### src/rtl/alu_mdu_pkg.sv
// Shared definitions for the ALU/MDU: ALUFun encodings, MDU operation codes
// and the control FSM state type.
package alu_pkg;

  localparam logic [5:0] ADD   = 6'b000000;
  localparam logic [5:0] SUB   = 6'b000001;
  localparam logic [5:0] AND   = 6'b011000;
  localparam logic [5:0] OR    = 6'b011110;
  localparam logic [5:0] XOR   = 6'b010110;
  localparam logic [5:0] NOR   = 6'b010001;
  localparam logic [5:0] PASSA = 6'b011010;
  localparam logic [5:0] SLL   = 6'b100000;
  localparam logic [5:0] SRL   = 6'b100001;
  localparam logic [5:0] SRA   = 6'b100011;
  localparam logic [5:0] EQ    = 6'b110011;
  localparam logic [5:0] NEQ   = 6'b110001;
  localparam logic [5:0] LT    = 6'b110101;
  localparam logic [5:0] LEZ   = 6'b111101;
  localparam logic [5:0] GEZ   = 6'b111001;
  localparam logic [5:0] GTZ   = 6'b111111;

  localparam logic [1:0] MDU_ALU  = 2'b00;
  localparam logic [1:0] MDU_MULT = 2'b01;
  localparam logic [1:0] MDU_DIV  = 2'b10;

  typedef enum logic [1:0] {
    IDLE = 2'd0,
    BUSY = 2'd1,
    DONE = 2'd2
  } state_t;

endpackage

### src/rtl/alu_mdu_core.sv
// Combinational WIDTH-bit ALU decoding the 6-bit ALUFun field, producing the
// result together with zero, negative and signed-overflow flags.
module alu_core
  import alu_pkg::*;
#(
  parameter int WIDTH = 32
) (
  input  logic [5:0]       i_fun,
  input  logic             i_sign,
  input  logic [WIDTH-1:0] i_a,
  input  logic [WIDTH-1:0] i_b,
  output logic [WIDTH-1:0] o_z,
  output logic             o_zero,
  output logic             o_neg,
  output logic             o_ovf
);
  localparam int SW = $clog2(WIDTH);

  logic [WIDTH-1:0] w_bOp;
  logic [WIDTH-1:0] w_sum;
  logic [SW-1:0]    w_shamt;
  logic             w_lt;
  logic             w_aZero;
  logic             w_aNeg;
  logic             w_cmp;

  // Subtraction is a + ~b + 1, so a single overflow rule covers add and sub.
  assign w_bOp   = i_fun[0] ? ~i_b : i_b;
  assign w_sum   = i_a + w_bOp + {{(WIDTH-1){1'b0}}, i_fun[0]};
  assign w_shamt = i_a[SW-1:0];
  assign w_lt    = i_sign ? ($signed(i_a) < $signed(i_b)) : (i_a < i_b);
  assign w_aZero = (i_a == '0);
  assign w_aNeg  = i_a[WIDTH-1];

  always_comb begin
    o_z   = '0;
    o_ovf = 1'b0;
    w_cmp = 1'b0;
    case (i_fun[5:4])
      2'b00: begin
        o_z   = w_sum;
        o_ovf = (i_a[WIDTH-1] == w_bOp[WIDTH-1]) && (w_sum[WIDTH-1] != i_a[WIDTH-1]);
      end
      2'b01: begin
        case (i_fun[3:0])
          AND[3:0]:   o_z = i_a & i_b;
          OR[3:0]:    o_z = i_a | i_b;
          XOR[3:0]:   o_z = i_a ^ i_b;
          NOR[3:0]:   o_z = ~(i_a | i_b);
          PASSA[3:0]: o_z = i_a;
          default:    o_z = '0;
        endcase
      end
      2'b10: begin
        case (i_fun[1:0])
          SLL[1:0]: o_z = i_b << w_shamt;
          SRL[1:0]: o_z = i_b >> w_shamt;
          SRA[1:0]: o_z = $signed(i_b) >>> w_shamt;
          default:  o_z = '0;
        endcase
      end
      default: begin
        // Zero-based compares look only at a as a signed value.
        case (i_fun[3:1])
          EQ[3:1]:  w_cmp = (i_a == i_b);
          NEQ[3:1]: w_cmp = (i_a != i_b);
          LT[3:1]:  w_cmp = w_lt;
          LEZ[3:1]: w_cmp = w_aNeg || w_aZero;
          GEZ[3:1]: w_cmp = !w_aNeg;
          GTZ[3:1]: w_cmp = !w_aNeg && !w_aZero;
          default:  w_cmp = 1'b0;
        endcase
        o_z = {{(WIDTH-1){1'b0}}, w_cmp};
      end
    endcase
  end

  assign o_zero = (o_z == '0);
  assign o_neg  = o_z[WIDTH-1];

endmodule

### src/rtl/alu_mdu.sv
// Handshaked ALU with registered results and an iterative shift-add multiplier /
// restoring divider producing HI/LO. Define ALU_MDU_DIV_EN to build the divider.
module alu_mdu
  import alu_pkg::*;
#(
  parameter int WIDTH = 32
) (
  input  logic             clk,
  input  logic             rst_n,
  input  logic             in_valid,
  output logic             in_ready,
  input  logic [5:0]       alu_fun,
  input  logic [1:0]       mdu_op,
  input  logic             sign,
  input  logic [WIDTH-1:0] a,
  input  logic [WIDTH-1:0] b,
  output logic             out_valid,
  input  logic             out_ready,
  output logic [WIDTH-1:0] z,
  output logic [WIDTH-1:0] hi,
  output logic [WIDTH-1:0] lo,
  output logic             zero,
  output logic             neg,
  output logic             ovf,
  output logic             err
);
  localparam int CW = $clog2(WIDTH);
  localparam logic [CW-1:0] LAST = CW'(WIDTH - 1);

  state_t r_state, w_next;

  logic [WIDTH-1:0]   r_z, r_hi, r_lo;
  logic               r_zero, r_neg, r_ovf, r_err;
  logic [WIDTH-1:0]   r_wHi, r_wLo, r_opnd;
  logic [CW-1:0]      r_cnt;
  logic               r_negQ;

  logic               w_accept, w_isMul, w_isDiv, w_mduReq, w_finErr;
  logic               w_aNeg, w_bNeg;
  logic [WIDTH-1:0]   w_aMag, w_bMag, w_addend;
  logic [WIDTH:0]     w_mulSum;
  logic [2*WIDTH-1:0] w_prod, w_prodFin;
  logic [WIDTH-1:0]   w_stepHi, w_stepLo, w_finHi, w_finLo;
  logic [WIDTH-1:0]   w_aluZ;
  logic               w_aluZero, w_aluNeg, w_aluOvf;

  alu_core #(.WIDTH(WIDTH)) u_core (
    .i_fun  (alu_fun),
    .i_sign (sign),
    .i_a    (a),
    .i_b    (b),
    .o_z    (w_aluZ),
    .o_zero (w_aluZero),
    .o_neg  (w_aluNeg),
    .o_ovf  (w_aluOvf)
  );

  assign w_isMul  = (mdu_op == MDU_MULT);
  assign w_isDiv  = (mdu_op == MDU_DIV);
  assign w_accept = in_valid && in_ready;
  assign w_aNeg   = sign && a[WIDTH-1];
  assign w_bNeg   = sign && b[WIDTH-1];
  assign w_aMag   = w_aNeg ? -a : a;
  assign w_bMag   = w_bNeg ? -b : b;

  // One multiply step: conditionally add the multiplicand into HI, then shift {HI,LO} right.
  assign w_addend  = r_wLo[0] ? r_opnd : '0;
  assign w_mulSum  = {1'b0, r_wHi} + {1'b0, w_addend};
  assign w_prod    = {w_mulSum, r_wLo[WIDTH-1:1]};
  assign w_prodFin = r_negQ ? -w_prod : w_prod;

`ifdef ALU_MDU_DIV_EN
  logic           r_isDiv, r_negR, r_divZero;
  logic [WIDTH:0] w_shifted;
  logic           w_ge;
  logic [WIDTH-1:0] w_qStep, w_rStep;

  assign w_mduReq  = w_isMul || w_isDiv;
  // Remainder below the divisor always fits WIDTH bits, so the subtraction is done modulo 2^WIDTH.
  assign w_shifted = {r_wHi, r_wLo[WIDTH-1]};
  assign w_ge      = (w_shifted >= {1'b0, r_opnd});
  assign w_rStep   = w_ge ? (w_shifted[WIDTH-1:0] - r_opnd) : w_shifted[WIDTH-1:0];
  assign w_qStep   = {r_wLo[WIDTH-2:0], w_ge};
  assign w_finErr  = r_isDiv && r_divZero;
`else
  assign w_mduReq  = w_isMul;
  assign w_finErr  = 1'b0;
`endif

  always_comb begin
    w_stepHi = w_prod[2*WIDTH-1:WIDTH];
    w_stepLo = w_prod[WIDTH-1:0];
    w_finHi  = w_prodFin[2*WIDTH-1:WIDTH];
    w_finLo  = w_prodFin[WIDTH-1:0];
`ifdef ALU_MDU_DIV_EN
    if (r_isDiv) begin
      w_stepHi = w_rStep;
      w_stepLo = w_qStep;
      w_finHi  = r_negR ? -w_rStep : w_rStep;
      w_finLo  = r_divZero ? '1 : (r_negQ ? -w_qStep : w_qStep);
    end
`endif
  end

  // Next-state and ready: DONE can hand off straight into a new operation.
  always_comb begin
    w_next   = r_state;
    in_ready = 1'b0;
    case (r_state)
      IDLE: begin
        in_ready = 1'b1;
        if (in_valid) w_next = w_mduReq ? BUSY : DONE;
      end
      BUSY: begin
        if (r_cnt == LAST) w_next = DONE;
      end
      DONE: begin
        in_ready = out_ready;
        if (out_ready) w_next = in_valid ? (w_mduReq ? BUSY : DONE) : IDLE;
      end
      default: w_next = IDLE;
    endcase
  end

  always_ff @(posedge clk or negedge rst_n) begin
    if (!rst_n) r_state <= IDLE;
    else        r_state <= w_next;
  end

  always_ff @(posedge clk or negedge rst_n) begin
    if (!rst_n) begin
      r_z    <= '0;
      r_hi   <= '0;
      r_lo   <= '0;
      r_zero <= 1'b0;
      r_neg  <= 1'b0;
      r_ovf  <= 1'b0;
      r_err  <= 1'b0;
      r_wHi  <= '0;
      r_wLo  <= '0;
      r_opnd <= '0;
      r_cnt  <= '0;
      r_negQ <= 1'b0;
`ifdef ALU_MDU_DIV_EN
      r_isDiv   <= 1'b0;
      r_negR    <= 1'b0;
      r_divZero <= 1'b0;
`endif
    end else if (w_accept) begin
      if (w_mduReq) begin
        r_wHi  <= '0;
        r_wLo  <= w_isMul ? w_bMag : w_aMag;
        r_opnd <= w_isMul ? w_aMag : w_bMag;
        r_cnt  <= '0;
        r_negQ <= w_aNeg ^ w_bNeg;
`ifdef ALU_MDU_DIV_EN
        r_isDiv   <= w_isDiv;
        r_negR    <= w_aNeg;
        r_divZero <= (b == '0);
`endif
      end
`ifndef ALU_MDU_DIV_EN
      else if (w_isDiv) begin
        r_z    <= '0;
        r_hi   <= '0;
        r_lo   <= '0;
        r_zero <= 1'b1;
        r_neg  <= 1'b0;
        r_ovf  <= 1'b0;
        r_err  <= 1'b1;
      end
`endif
      else begin
        r_z    <= w_aluZ;
        r_zero <= w_aluZero;
        r_neg  <= w_aluNeg;
        r_ovf  <= w_aluOvf;
        r_err  <= 1'b0;
      end
    end else if (r_state == BUSY) begin
      r_wHi <= w_stepHi;
      r_wLo <= w_stepLo;
      r_cnt <= r_cnt + 1'b1;
      if (r_cnt == LAST) begin
        r_hi   <= w_finHi;
        r_lo   <= w_finLo;
        r_z    <= w_finLo;
        r_zero <= (w_finLo == '0);
        r_neg  <= w_finLo[WIDTH-1];
        r_ovf  <= 1'b0;
        r_err  <= w_finErr;
      end
    end
  end

  assign out_valid = (r_state == DONE);
  assign z    = r_z;
  assign hi   = r_hi;
  assign lo   = r_lo;
  assign zero = r_zero;
  assign neg  = r_neg;
  assign ovf  = r_ovf;
  assign err  = r_err;

endmodule

### config.mk
export PLATFORM = sky130hd
export DESIGN_NAME = alu_mdu
export DESIGN_NICKNAME = d
export VERILOG_FILES = /design/src/rtl/alu_mdu_pkg.sv /design/src/rtl/alu_mdu_core.sv /design/src/rtl/alu_mdu.sv
export SDC_FILE = /design/constraint.sdc
export NUM_CORES = 1
export LEC_CHECK = 0
export BUFFER_PORTS_ARGS = -buffer_cell sky130_fd_sc_hd__buf_2
export CAP_MARGIN = 20
export CELL_PAD_IN_SITES_DETAIL_PLACEMENT = 1
export CELL_PAD_IN_SITES_GLOBAL_PLACEMENT = 1
export CORE_ASPECT_RATIO = 1.75
export CORE_UTILIZATION = 47
export CTS_CLUSTER_SIZE = 10
export DETAILED_ROUTE_END_ITERATION = 8
export HOLD_SLACK_MARGIN = 0.06
export PLACE_DENSITY = 0.81
export SLEW_MARGIN = 25
export SYNTH_ARGS = -nofsm -noshare
export SYNTH_HDL_FRONTEND = slang
export SYNTH_SLANG_ARGS = --single-unit
### constraint.sdc
create_clock -name clk -period 5.1 [get_ports clk]
set_clock_uncertainty 0.05 [all_clocks]
set_input_delay 0.255 -clock clk [delete_from_list [all_inputs] [get_ports clk]]
set_output_delay 0.255 -clock clk [all_outputs]
set_load 0.005 [all_outputs]
==> metrics.md, run 1 <==
| Metric | Value |
|---|---|
| Post-synth EDFFs | 0 |
| HPWL Detailed | roughly 100000 um |
| Stop err | [ERROR GRT-0116] Global routing finished with congestion. Check the congestion regions in the DRC Viewer. |
| Port Buffers | ~180 |
| Starting density of the core | 0.476 |
| Clock sinks | 203 |
| Post-Syn Nets | 3220 |
| Synth Flop Type | dfrtp_1 |
| Last stage | global routing |
| Asr flop ratio synth | 1.00 |
| Synthesized area | roughly 0.024 mm^2 |
| First-pass GRT wire length | 239000 um |
| Die X | between 150 and 200 um |
| Synthesized area per cell | about 7.9 um^2 |
| GPL Wtd Cong | approximately 1.2 |
| # rows | between 100 and 150 |
| Number of global-route vias before repair | around 32k |
| Htree depth | 1 |
| CTS Buffer Depth | 3 |
| Cell variety after synth | 93 |
| Cts bufs inserted | 24 |
| GRT Util Overall | 0.639 |
| Die height | 298 um |
| Run status | stopped before the end |
| CTS root buffer | clkbuf_16 |
| Ys Warns | 0 |
| IO Pins | 179 |
| Yosys reg bits | between 200 and 250 |
| Sequential share of the synthesized area | 0.216 |
| Cells after Synth | ~3k |
| Largest net degree at the start of global routing | 93 |
| Grt ovf | between 150 and 200 |
-- timing repair --
action / CTS
endpoints found under the hold margin: 92
gates resized for setup: 0
hold buffers: 4
buffers inserted: 0
-- cell families after synthesis --
group	share of synthesized area
AND/OR/NAND/NOR	0.199
AO/OA/AOI/OAI	0.254
buffers and inverters	0.0585
flip-flops	0.216
multiplexers	0.116
XOR/XNOR	0.0681
adder cells (fa/ha/maj)	0.0883
-- per-layer routing --
metal | overflow | track usage
met2 | 119 | 0.884
met4 | 73 | 0.692
met3 | 0 | 0.370
met5 | 0 | 0.0257
met1 | 0 | 0.628
-- Yosys cell counts (31+ instances only) --
cell	instances	area share
a21o_1	42	0.013
a21oi_1	190	0.040
a31oi_1	31	0.0082
and2_1	56	0.015
clkbuf_1	186	0.030
dfrtp_1	203	0.22
ha_1	163	0.087
inv_1	116	0.018
mux2_2	40	0.019
mux2i_1	89	0.038
mux4_2	62	0.059
nand2_1	343	0.055
nand2b_1	31	0.0082
nand3_1	69	0.015
nand4_1	34	0.0090
nor2_1	220	0.035
nor3_1	53	0.011
nor4_1	32	0.0085
o211ai_1	33	0.011
o21ai_0	257	0.055
o31ai_1	35	0.011
xnor2_1	110	0.041
xor2_1	73	0.027
-- through the flow --
step / cells / util / setup WS [ns] / cell area, um^2 / hold slack (ns)
after floorplan: 2978 / - / 0.482 / 23500 / -0.0906
after global placement: 3711 / 0.514 / 0.272 / 25400 / 0.285
after detailed placement: 3712 / 0.515 / 0.281 / 25500 / 0.297
after CTS: 3746 / 0.529 / 0.315 / 26100 / 0.0891
==> run 2: changes to the inputs <==
==> config.mk (replaced) <==
export PLATFORM = sky130hd
export DESIGN_NAME = alu_mdu
export DESIGN_NICKNAME = d
export VERILOG_FILES = /design/src/rtl/alu_mdu_pkg.sv /design/src/rtl/alu_mdu_core.sv /design/src/rtl/alu_mdu.sv
export SDC_FILE = /design/constraint.sdc
export NUM_CORES = 1
export LEC_CHECK = 0
export BUFFER_PORTS_ARGS = -buffer_cell sky130_fd_sc_hd__buf_2
export CAP_MARGIN = 20
export CORE_UTILIZATION = 33
export DETAILED_ROUTE_END_ITERATION = 8
export PLACE_DENSITY_LB_ADDON = 0.15
export SLEW_MARGIN = 25
export SYNTH_ARGS = -nofsm -noshare
export SYNTH_HDL_FRONTEND = slang
export SYNTH_SLANG_ARGS = --single-unit
==> run 2 against run 1 <==
Net effect:
- the run now ends clean
- area after synthesis stayed put
- synthesized cell count stayed put
==> metrics.md, run 2 <==
| Metric | Value |
|---|---|
| Run status | finished, final reports clean |
| CP Class | reg -> reg |
| Core footprint | ~0.07 mm^2 |
| CP Launch Type | register |
| Post-Syn Nets | about 3.2k |
| Critical-path cell list | and2_1, ha_1, fa_1, a21o_1, and3_1, or3_1, a222oi_1, o2111a_1, o211ai_1, nand4b_1, nor4_2, a31oi_1, a211o_1 |
| Cells after Synth | around 3.0k |
| FILL cells | about 7.3k |
| Post-synth EDFFs | 0 |
| Period utilization | 0.917 |
| Hold Crit Class | in -> reg |
| Worst Path Arrival | roughly 5 ns |
| Routed vias/inst | 6.17 |
| Synthesized area per cell | a little under 8 um^2 |
| Synthesized area | ~0.024 mm^2 |
| Crit path time final | roughly 4.7 ns |
| Die X | 269 um |
| Final setup vio count | 0 |
| Cell Area, Placed | 0.0256 mm^2 |
| Pre-antenna DRT Iters | 7 |
| CTS Buffer Depth | 3 |
| Leak pwr | around 0.012 uW |
| Port Buffers | roughly 180 |
| Worst-Margin Slew | 1.18 ns |
| # rows | between 90 and 100 |
| Ant diodes | 0 |
| CTS root buffer | clkbuf_16 |
| Slew Limit Headroom | 0.209 |
| Die height | roughly 270 um |
| Resize count post-CTS | 0 |
| Htree depth | 1 |
| Worst-Skew Late Latency | between 0.5 and 0.6 ns |
| Worst setup EP type | register |
| Ys Warns | 0 |
| CTS tree | built |
| CP max stage delay | between 0.6 and 0.7 ns |
| Number of max-cap violations | 0 |
| First-pass GRT wire length | between 150000 and 200000 um |
| Design Power | 10000 uW |
| Delay-heaviest family, CP | compound AO/OA/AOI/OAI gates |
| IO Pins | 179 |
| Final wirelength | 112000 um |
| Die Area | ~0.072 mm^2 |
| Fmax | between 200 and 250 MHz |
| Number of global-route vias before repair | ~24k |
| Most frequent cells in the layout | nand2_1 (341), o21ai_0 (256), nor2_1 (218), dfrtp_1 (202), a21oi_1 (188) |
| Worst-path clk slew | ~0.06 ns |
| Sequential share of the synthesized area | 0.216 |
| Area added between synthesis and finish | 12.7% |
| ANT nets after route | 0 |
| Synth Flop Type | dfrtp_1 |
| Required time of the critical path | ~5.5 ns |
| PwrDens | ~380 mW/mm^2 |
| Cell variety after synth | 93 |
| Setup TNS | 0 ns |
| Most common cell after layout, fill and taps aside | nand2_1 |
| Worst-path fanout max | 11 |
| Yosys reg bits | 203 |
| Drt initial violations | 2640 |
| Area leader, netlist | dfrtp_1 |
| Final #Nets | approximately 3.3k |
| Buffers & Inverters on Critical Path | 0 |
| RSZ-0062 raised after global routing | false |
| Commonest cells post-synth | nand2_1 (343), o21ai_0 (257), nor2_1 (220), dfrtp_1 (203), a21oi_1 (190) |
| Grt ovf | 0 |
| Largest net degree at the start of global routing | around 140 |
| Hold Vio Cnt, Final | 0 |
| Post-route cell area | 0.0265 mm^2 |
| GRT Util Overall | 0.303 |
| Layout cells sized above 1 | 0.156 |
| Slowest CP cell | a222oi_1 |
| Cts bufs inserted | 25 |
| # DRC | 0 |
| Synth top area cells | dfrtp_1 (22%), ha_1 (8.7%), mux4_2 (5.9%), nand2_1 (5.5%), o21ai_0 (5.5%) |
| Worst setup margin | roughly 0.42 ns |
| Asr flop ratio synth | 1.00 |
| Slew Limit Fails | 0 |
| HPWL Detailed | slightly below 90000 um |
| Most common cell in the netlist | nand2_1 |
| Initial antenna violation count | 11 |
| Dpl ws | roughly 0.54 ns |
| Starting density of the core | 0.335 |
| Clock sinks | roughly 200 |
| Via count | about 25k |
| Share of Yosys cell area claimed by the top area cell type | 0.216 |
| GPL Wtd Cong | around 1.1 |
| Wire per inst | around 28 um |
| VDD IR max | between 0.2 and 0.3 mV |
| Worst hold slack | around 0.08 ns |
-- run 2: cell counts after synthesis --
No cell type changed its count.
-- run 2: metrics by stage --
stage	cells	utilization
after detailed placement	3964	0.364
final	4012	0.378
after floorplan	2978	-
after global routing	4012	0.378
after global placement	3964	0.364
after CTS	4011	0.377
-- run 2: path summary, 6_finish.rpt --
check                           from     end  slack [ns]  depth (start not counted)
hold reg to reg               lo[18]  lo[18]        0.42                          2
min in group asynchronous      rst_n   hi[2]        0.17                          2
setup reg to reg            r_wLo[0]  hi[31]        0.42                         13
hold / removal             mdu_op[1]     err        0.08                          3
setup / recovery            r_wLo[0]  hi[31]        0.42                         13
max in group asynchronous      rst_n   z[11]        3.56                          3
-- run 2: report_power, final --
group / leakage [uW] / switching [uW] / total, uW / internal, uW
Sequential: 0.00264 / 501 / 2630 / 2130
Clock: 0.000426 / 750 / 1910 / 1160
Combinational: 0.00854 / 3490 / 5490 / 2000
Total: 0.0116 / 4740 / 10000 / 5290
-- run 2: metal layers --
metal / vias up / track usage / wire [um] / share of wire
met5: - / 0 / 142 / 0.0013
met1: 12215 / 0.410 / 48200 / 0.43
li1: 11095 / - / - / -
met2: 1189 / 0.479 / 49600 / 0.44
met4: 18 / 0.134 / 5550 / 0.049
met3: 225 / 0.0413 / 8770 / 0.078
-- run 2: worst register-to-register path, cell delays in order, from the launching register on --
cell and delay, ns:
dfrtp_1 0.47, and2_1 0.18, ha_1 0.23, fa_1 0.41, a21o_1 0.22, and3_1 0.20
or3_1 0.36, a222oi_1 0.66, o2111a_1 0.32, o211ai_1 0.15, nand4b_1 0.36, nor4_2 0.52
a31oi_1 0.14, a211o_1 0.29
-- run 2: area by class of cell --
type / count / area [um^2] / share of cell area
inverter: 118 / 443 / 0.0167
sequential: 203 / 5080 / 0.192
timing repair buffer: 284 / 1790 / 0.0675
tap: 940 / 1180 / 0.0443
clock inverter: 10 / 141 / 0.00533
multi-input combinational: 2422 / 17200 / 0.647
clock buffer: 35 / 733 / 0.0276
-- run 2: kinds of logic (layout without fill, tap and decap cells) --
kind of cell	after synthesis	count (layout)	share of synthesized area
adder cells (fa/ha/maj)	165	165	0.0883
flip-flops	203	203	0.216
AO/OA/AOI/OAI	905	905	0.254
AND/OR/NAND/NOR	978	978	0.199
multiplexers	191	191	0.116
XOR/XNOR	183	183	0.0681
buffers and inverters	353	447	0.0585
-- run 2: timing repair --
item,CTS,global route
setup buffers,0,0
hold endpoints to repair,61,0
hold buffers,2,0
(Power assumes the default switching activity.)
==> run 3: changes to the inputs <==
--- a/config.mk
+++ b/config.mk
@@ -7,6 +7,8 @@
 export LEC_CHECK = 0
 export BUFFER_PORTS_ARGS = -buffer_cell sky130_fd_sc_hd__buf_2
 export CAP_MARGIN = 20
+export CELL_PAD_IN_SITES_DETAIL_PLACEMENT = 1
+export CELL_PAD_IN_SITES_GLOBAL_PLACEMENT = 1
 export CORE_UTILIZATION = 33
 export DETAILED_ROUTE_END_ITERATION = 8
 export PLACE_DENSITY_LB_ADDON = 0.15
==> run 3 against run 2 <==
Net effect:
- register-to-register slack worse by 0.11 ns
- count of clock-buffer cells in the layout increased by 4
- fmax is 2.3% lower
- non-clock buffer count grew 7
- sequential share of layout area is essentially flat
- final cell count is 0.17% higher
==> metrics.md, run 3 (synthesis gave the netlist of run 2 again) <==
| Metric | Value |
|---|---|
| Hold Vio Cnt, Final | 0 |
| Via count | between 20k and 30k |
| VDD IR max | 0.261 mV |
| Most used cell, CP | o21ai_0 |
| Final wirelength | 118000 um |
| CP Launch Type | register |
| FILL cells | 8417 |
| Crit path time final | 4.79 ns |
| Number of max-cap violations | 0 |
| Worst Path Arrival | a little over 5 ns |
| Most common cell after layout, fill and taps aside | nand2_1 |
| Design Power | about 10000 uW |
| GPL Wtd Cong | approximately 1.0 |
| Leak pwr | ~0.012 uW |
| Final setup vio count | 0 |
| Post-route cell area | 0.0265 mm^2 |
| Fmax | ~210 MHz |
| Final #Nets | 3303 |
| Die X | about 270 um |
| Die Area | roughly 0.072 mm^2 |
| CP max stage delay | between 0.6 and 0.7 ns |
| Wire per inst | approximately 30 um |
| Worst-path fanout max | 32 |
| Pre-antenna DRT Iters | 9 |
| Drt initial violations | 2448 |
| # DRC | 0 |
| Period utilization | 0.939 |
| Run status | finished, final reports clean |
| CTS Buffer Depth | 3 |
| Core footprint | around 0.07 mm^2 |
| RSZ-0062 raised after global routing | false |
| Worst-Skew Late Latency | roughly 0.55 ns |
| Layout cells sized above 1 | 0.157 |
| Routed vias/inst | 6.29 |
| Ant diodes | 0 |
| Hold Crit Class | in -> reg |
| GRT Util Overall | 0.320 |
| PwrDens | between 300 and 400 mW/mm^2 |
| HPWL Detailed | between 90000 and 100000 um |
| Cell Area, Placed | between 0.02 and 0.03 mm^2 |
| Initial antenna violation count | 6 |
| Port Buffers | ~180 |
| # rows | 97 |
| Clock sinks | a little over 200 |
| Fin util | 0.377 |
| Worst setup EP type | register |
| Slowest CP cell | a222oi_1 |
| Multi-input logic area | about 0.017 mm^2 |
| R2R depth | 13 |
| Most frequent cells in the layout | nand2_1 (341), o21ai_0 (256), nor2_1 (217), dfrtp_1 (202), a21oi_1 (188) |
| Hold Path Stages | 3 |
| Worst reg-to-reg setup slack | approximately 0.31 ns |
| Slew Limit Headroom | 0.328 |
| Starting density of the core | 0.335 |
| Critical-path cell list | buf_4, and2_1, ha_1, o21ai_0, o31ai_1, and3_1, o21ai_0, a222oi_1, o211ai_1, nand4b_1, nor4_2, a31oi_1, a211o_1 |
| Number of global-route vias before repair | approximately 25k |
| First-pass GRT wire length | ~170000 um |
| ANT nets after route | 0 |
| Grt ovf | 0 |
| Die height | between 200 and 300 um |
| Setup TNS | 0 ns |
| Cts bufs inserted | 25 |
| Worst-path clk slew | around 0.060 ns |
| CTS root buffer | clkbuf_16 |
| Storage element area | a little over 0.005 mm^2 |
| Largest net degree at the start of global routing | 113 |
| Area added between synthesis and finish | 12.6% |
| Slew Limit Fails | 0 |
| CTS tree | built |
| Required time of the critical path | ~5.5 ns |
| Worst-Margin Slew | 1.00 ns |
| IO Pins | 179 |
| Htree depth | 1 |
| CP Class | reg -> reg |
## run 3: layer usage
metal | up-vias | GRT usage | routed length (um)
met4 | 6 | 0.156 | 6520
li1 | 11112 | - | -
met5 | - | 0 | 39
met1 | 12789 | 0.438 | 51400
met2 | 1111 | 0.492 | 51400
met3 | 266 | 0.0469 | 8640
## run 3: cell type report
cell class	instances	area share
sequential	203	0.192
clock inverter	6	0.00344
inverter	118	0.0167
clock buffer	39	0.0275
multi-input combinational	2422	0.648
timing repair buffer	291	0.0686
tap	940	0.0444
## run 3: final timing paths
kind / start / endpoint
min in group asynchronous: rst_n / hi[24]
max reg2reg: r_wLo[0] / hi[31]
max: r_wLo[0] / hi[31]
min: sign / r_negQ
min reg2reg: hi[2] / hi[2]
max in group asynchronous: rst_n / r_negQ
## run 3: through the flow
step	instances	worst slack (ns)	hold WS, ns
floorplan	2978	0.482	-0.0906
global placement	3971	0.226	0.309
finish	4019	0.313	0.0766
detailed placement	3971	0.241	0.320
global route	4019	0.00373	0.0551
CTS	4018	0.279	0.0394
## run 3: power by group
| part | switching, uW | total [uW] | internal, uW |
|---|---|---|---|
| clock | 753 | 1830 | 1080 |
| combinational | 3570 | 5590 | 2020 |
| sequential | 537 | 2670 | 2130 |
| total | 4860 | 10100 | 5230 |
## run 3: critical path, delay by kind of cell, from the launching register on
kind	cells	cell delay (ns)
fa+ha+maj	1	0.38
flops	1	0.38
compound gates	7	2.18
buf+inv	1	0.22
simple gates	4	1.46
## run 3: timing repair
| action | in CTS | in global routing |
|---|---|---|
| resized for setup | 0 | 1 |
| hold buffers | 2 | 0 |
| endpoints found under the setup margin | 0 | 3 |
| buffers inserted | 0 | 0 |
| hold endpoints to repair | 111 | 0 |
==> run 4: changes to the inputs <==
--- a/config.mk
+++ b/config.mk
@@ -5,6 +5,7 @@
 export SDC_FILE = /design/constraint.sdc
 export NUM_CORES = 1
 export LEC_CHECK = 0
+export ABC_AREA = 1
 export BUFFER_PORTS_ARGS = -buffer_cell sky130_fd_sc_hd__buf_2
 export CAP_MARGIN = 20
 export CELL_PAD_IN_SITES_DETAIL_PLACEMENT = 1
==> run 4 against run 3 <==
Net effect:
- fmax is 26% higher
- sequential power hardly changed
- first-iteration DRC count is 12% lower
- wire length is 8.0% lower
- clock power is 11% lower
- via count is 1.4% higher
- largest cell class unchanged
==> metrics.md, run 4 <==
| Metric | Value |
|---|---|
| Run status | finished, final reports clean |
| Worst setup margin | roughly 1.3 ns |
| Synth Flop Type | dfrtp_1 |
| Hold Path Stages | 4 |
| R2R depth | 21 |
| Most frequent cells in the layout | nand2_1 (1101), nand3_1 (390), nor2_1 (331), inv_1 (324), o21ai_0 (317) |
| Layout cells sized above 1 | 0.0886 |
| Slew Limit Headroom | 0.380 |
| Setup TNS | 0 ns |
| Cells after Synth | approximately 3.7k |
| Synth top area cells | dfrtp_1 (22%), nand2_1 (18%), ha_1 (9.0%), nand3_1 (8.7%), o21ai_0 (7.0%) |
| Final setup vio count | 0 |
| Sequential share of the synthesized area | 0.225 |
| Hold Crit Class | in -> reg |
| Htree depth | 1 |
| Synthesized area | about 0.023 mm^2 |
| Area leader, netlist | dfrtp_1 |
| Drt initial violations | 2146 |
| Final wirelength | around 110000 um |
| Die Area | 0.0695 mm^2 |
| FILL cells | ~9k |
| Worst-Skew Late Latency | roughly 0.53 ns |
| Storage element area | 0.00508 mm^2 |
| Clock sinks | 203 |
| First-pass GRT wire length | 162000 um |
| Cts bufs inserted | 23 |
| Ys Warns | 0 |
| Wire per inst | about 24 um |
| GRT Util Overall | 0.307 |
| Post-synth EDFFs | 0 |
| GPL Wtd Cong | around 0.98 |
| CP Class | reg -> reg |
| HPWL Detailed | 86700 um |
| CTS Buffer Depth | 3 |
| Leak pwr | roughly 0.013 uW |
| # DRC | 0 |
| Via count | ~26k |
| Final #Nets | between 3k and 4k |
| Area added between synthesis and finish | 10.2% |
| Slew Limit Fails | 0 |
| Worst-Margin Slew | roughly 0.93 ns |
| Post-Syn Nets | roughly 3.9k |
| VDD IR max | ~0.22 mV |
| Hold Vio Cnt, Final | 0 |
| Most common cell in the netlist | nand2_1 |
| Starting density of the core | 0.335 |
| Dpl ws | around 1.1 ns |
| Core footprint | about 0.067 mm^2 |
| Worst Path Arrival | between 4 and 5 ns |
| PwrDens | around 390 mW/mm^2 |
| Die height | about 260 um |
| Grt ovf | 0 |
| Cell variety after synth | 65 |
| Share of Yosys cell area claimed by the top area cell type | 0.225 |
| RSZ-0062 raised after global routing | false |
| Largest net degree at the start of global routing | about 110 |
| # rows | 95 |
| IO Pins | 179 |
| Number of max-cap violations | 0 |
| CP Launch Type | register |
| Asr flop ratio synth | 1.00 |
| Routed vias/inst | 5.55 |
| Most common cell after layout, fill and taps aside | nand2_1 |
| Multi-input logic area | between 0.015 and 0.02 mm^2 |
| Ant diodes | 0 |
| Die X | 264 um |
| Period utilization | 0.747 |
| CTS tree | built |
| Worst-path clk slew | ~0.060 ns |
| Worst-path fanout max | 33 |
| CTS root buffer | clkbuf_16 |
| Port Buffers | 178 |
| Pre-antenna DRT Iters | 5 |
| ANT nets after route | 0 |
| Synthesized area per cell | roughly 6.2 um^2 |
| Design Power | just under 10000 uW |
| Crit path time final | around 3.8 ns |
| Yosys reg bits | just over 200 |
| Fmax | approximately 260 MHz |
| Commonest cells post-synth | nand2_1 (1101), nand3_1 (391), nor2_1 (333), inv_1 (325), o21ai_0 (317) |
| Required time of the critical path | approximately 5.5 ns |
| Initial antenna violation count | 0 |
| Worst setup EP type | register |
| Number of global-route vias before repair | between 20k and 30k |
-- run 4: changes by cell type in the layout (fill, tap and decap cells not counted), moves of 61 or more --
cell,change
mux4_2,-62
nor2_1,+114
buf_4,-77
nand3_1,+321
inv_1,+208
nand2_1,+760
mux2i_1,-87
o21ai_0,+61
xnor2_1,-97
-- run 4: repair_timing --
item                                   4_1_cts  5_1_grt
hold buffers                                 2        0
setup endpoints to repair                    0        0
buffers inserted                             0        0
resized for setup                            0        0
endpoints found under the hold margin      113        0
-- run 4: cell type report --
| type | instances | area share |
|---|---|---|
| Multi-Input combinational cell | 2952 | 0.625 |
| Sequential cell | 203 | 0.204 |
| Clock inverter | 8 | 0.00312 |
| Inverter | 337 | 0.0508 |
| Clock buffer | 32 | 0.0253 |
| Timing Repair Buffer | 214 | 0.0478 |
| Tap cell | 873 | 0.0439 |
-- run 4: logic make-up (layout without fill, tap and decap cells) --
family                   after synthesis  after routing  synth area share
AO/OA/AOI/OAI                        646            646             0.161
XOR/XNOR                             140            140            0.0568
adder cells (fa/ha/maj)              165            165            0.0921
buffers and inverters                501            591            0.0877
flip-flops                           203            203             0.225
multiplexers                           2              2          0.000886
AND/OR/NAND/NOR                     1999           1999             0.376
-- run 4: path summary, 6_finish.rpt --
kind	from	slack [ns]	end
worst min register to register	lo[6]	0.42	lo[6]
worst max register to register	r_wLo[0]	1.29	hi[31]
worst max-delay path	r_wLo[0]	1.29	hi[31]
worst min-delay path	mdu_op[0]	0.05	err
min in group asynchronous	rst_n	0.36	hi[10]
max in group asynchronous	rst_n	3.58	r_wLo[2]
-- run 4: worst max-delay path, cell delays in order, from the launching register on --
cell and delay, ns:
dfrtp_2 0.62, nand2_1 0.16, inv_1 0.05, ha_1 0.20
fa_1 0.41, nand2_1 0.08, nand2_1 0.06, o21ai_2 0.11
o21ai_2 0.12, a21oi_1 0.25, xor2_1 0.45, nand2_1 0.13
nor2_1 0.16, nand2_1 0.12, nor2_4 0.18, nand2_1 0.07
nor2_1 0.12, nand2_1 0.08, nand2_1 0.06, nand2_1 0.05
nand3_1 0.08, nand2_1 0.06
-- run 4: per-stage QoR --
step                hold WS, ns  instance area, um^2  utilization  cells
floorplan               -0.0906                22600            -   3656
global placement          0.361                24200        0.358   4577
detailed placement        0.366                24200        0.358   4577
CTS                      0.0305                24900        0.369   4619
global route             0.0670                24900        0.369   4619
finish                   0.0458                24900        0.369   4619
-- run 4: report_power, final --
| group | total, uW | leakage (uW) | switching, uW | internal [uW] |
|---|---|---|---|---|
| clock network | 1630 | 0.000341 | 715 | 914 |
| registers | 2700 | 0.00259 | 495 | 2210 |
| logic | 5410 | 0.00969 | 3760 | 1660 |
| total | 9740 | 0.0126 | 4970 | 4780 |
-- run 4: per-layer routing --
layer  vias up  share of wire  GRT usage
li1      12193              -          -
met3       190          0.063     0.0321
met5         -              0          0
met2       794           0.43      0.467
met1     12457           0.46      0.430
met4         0          0.053      0.147
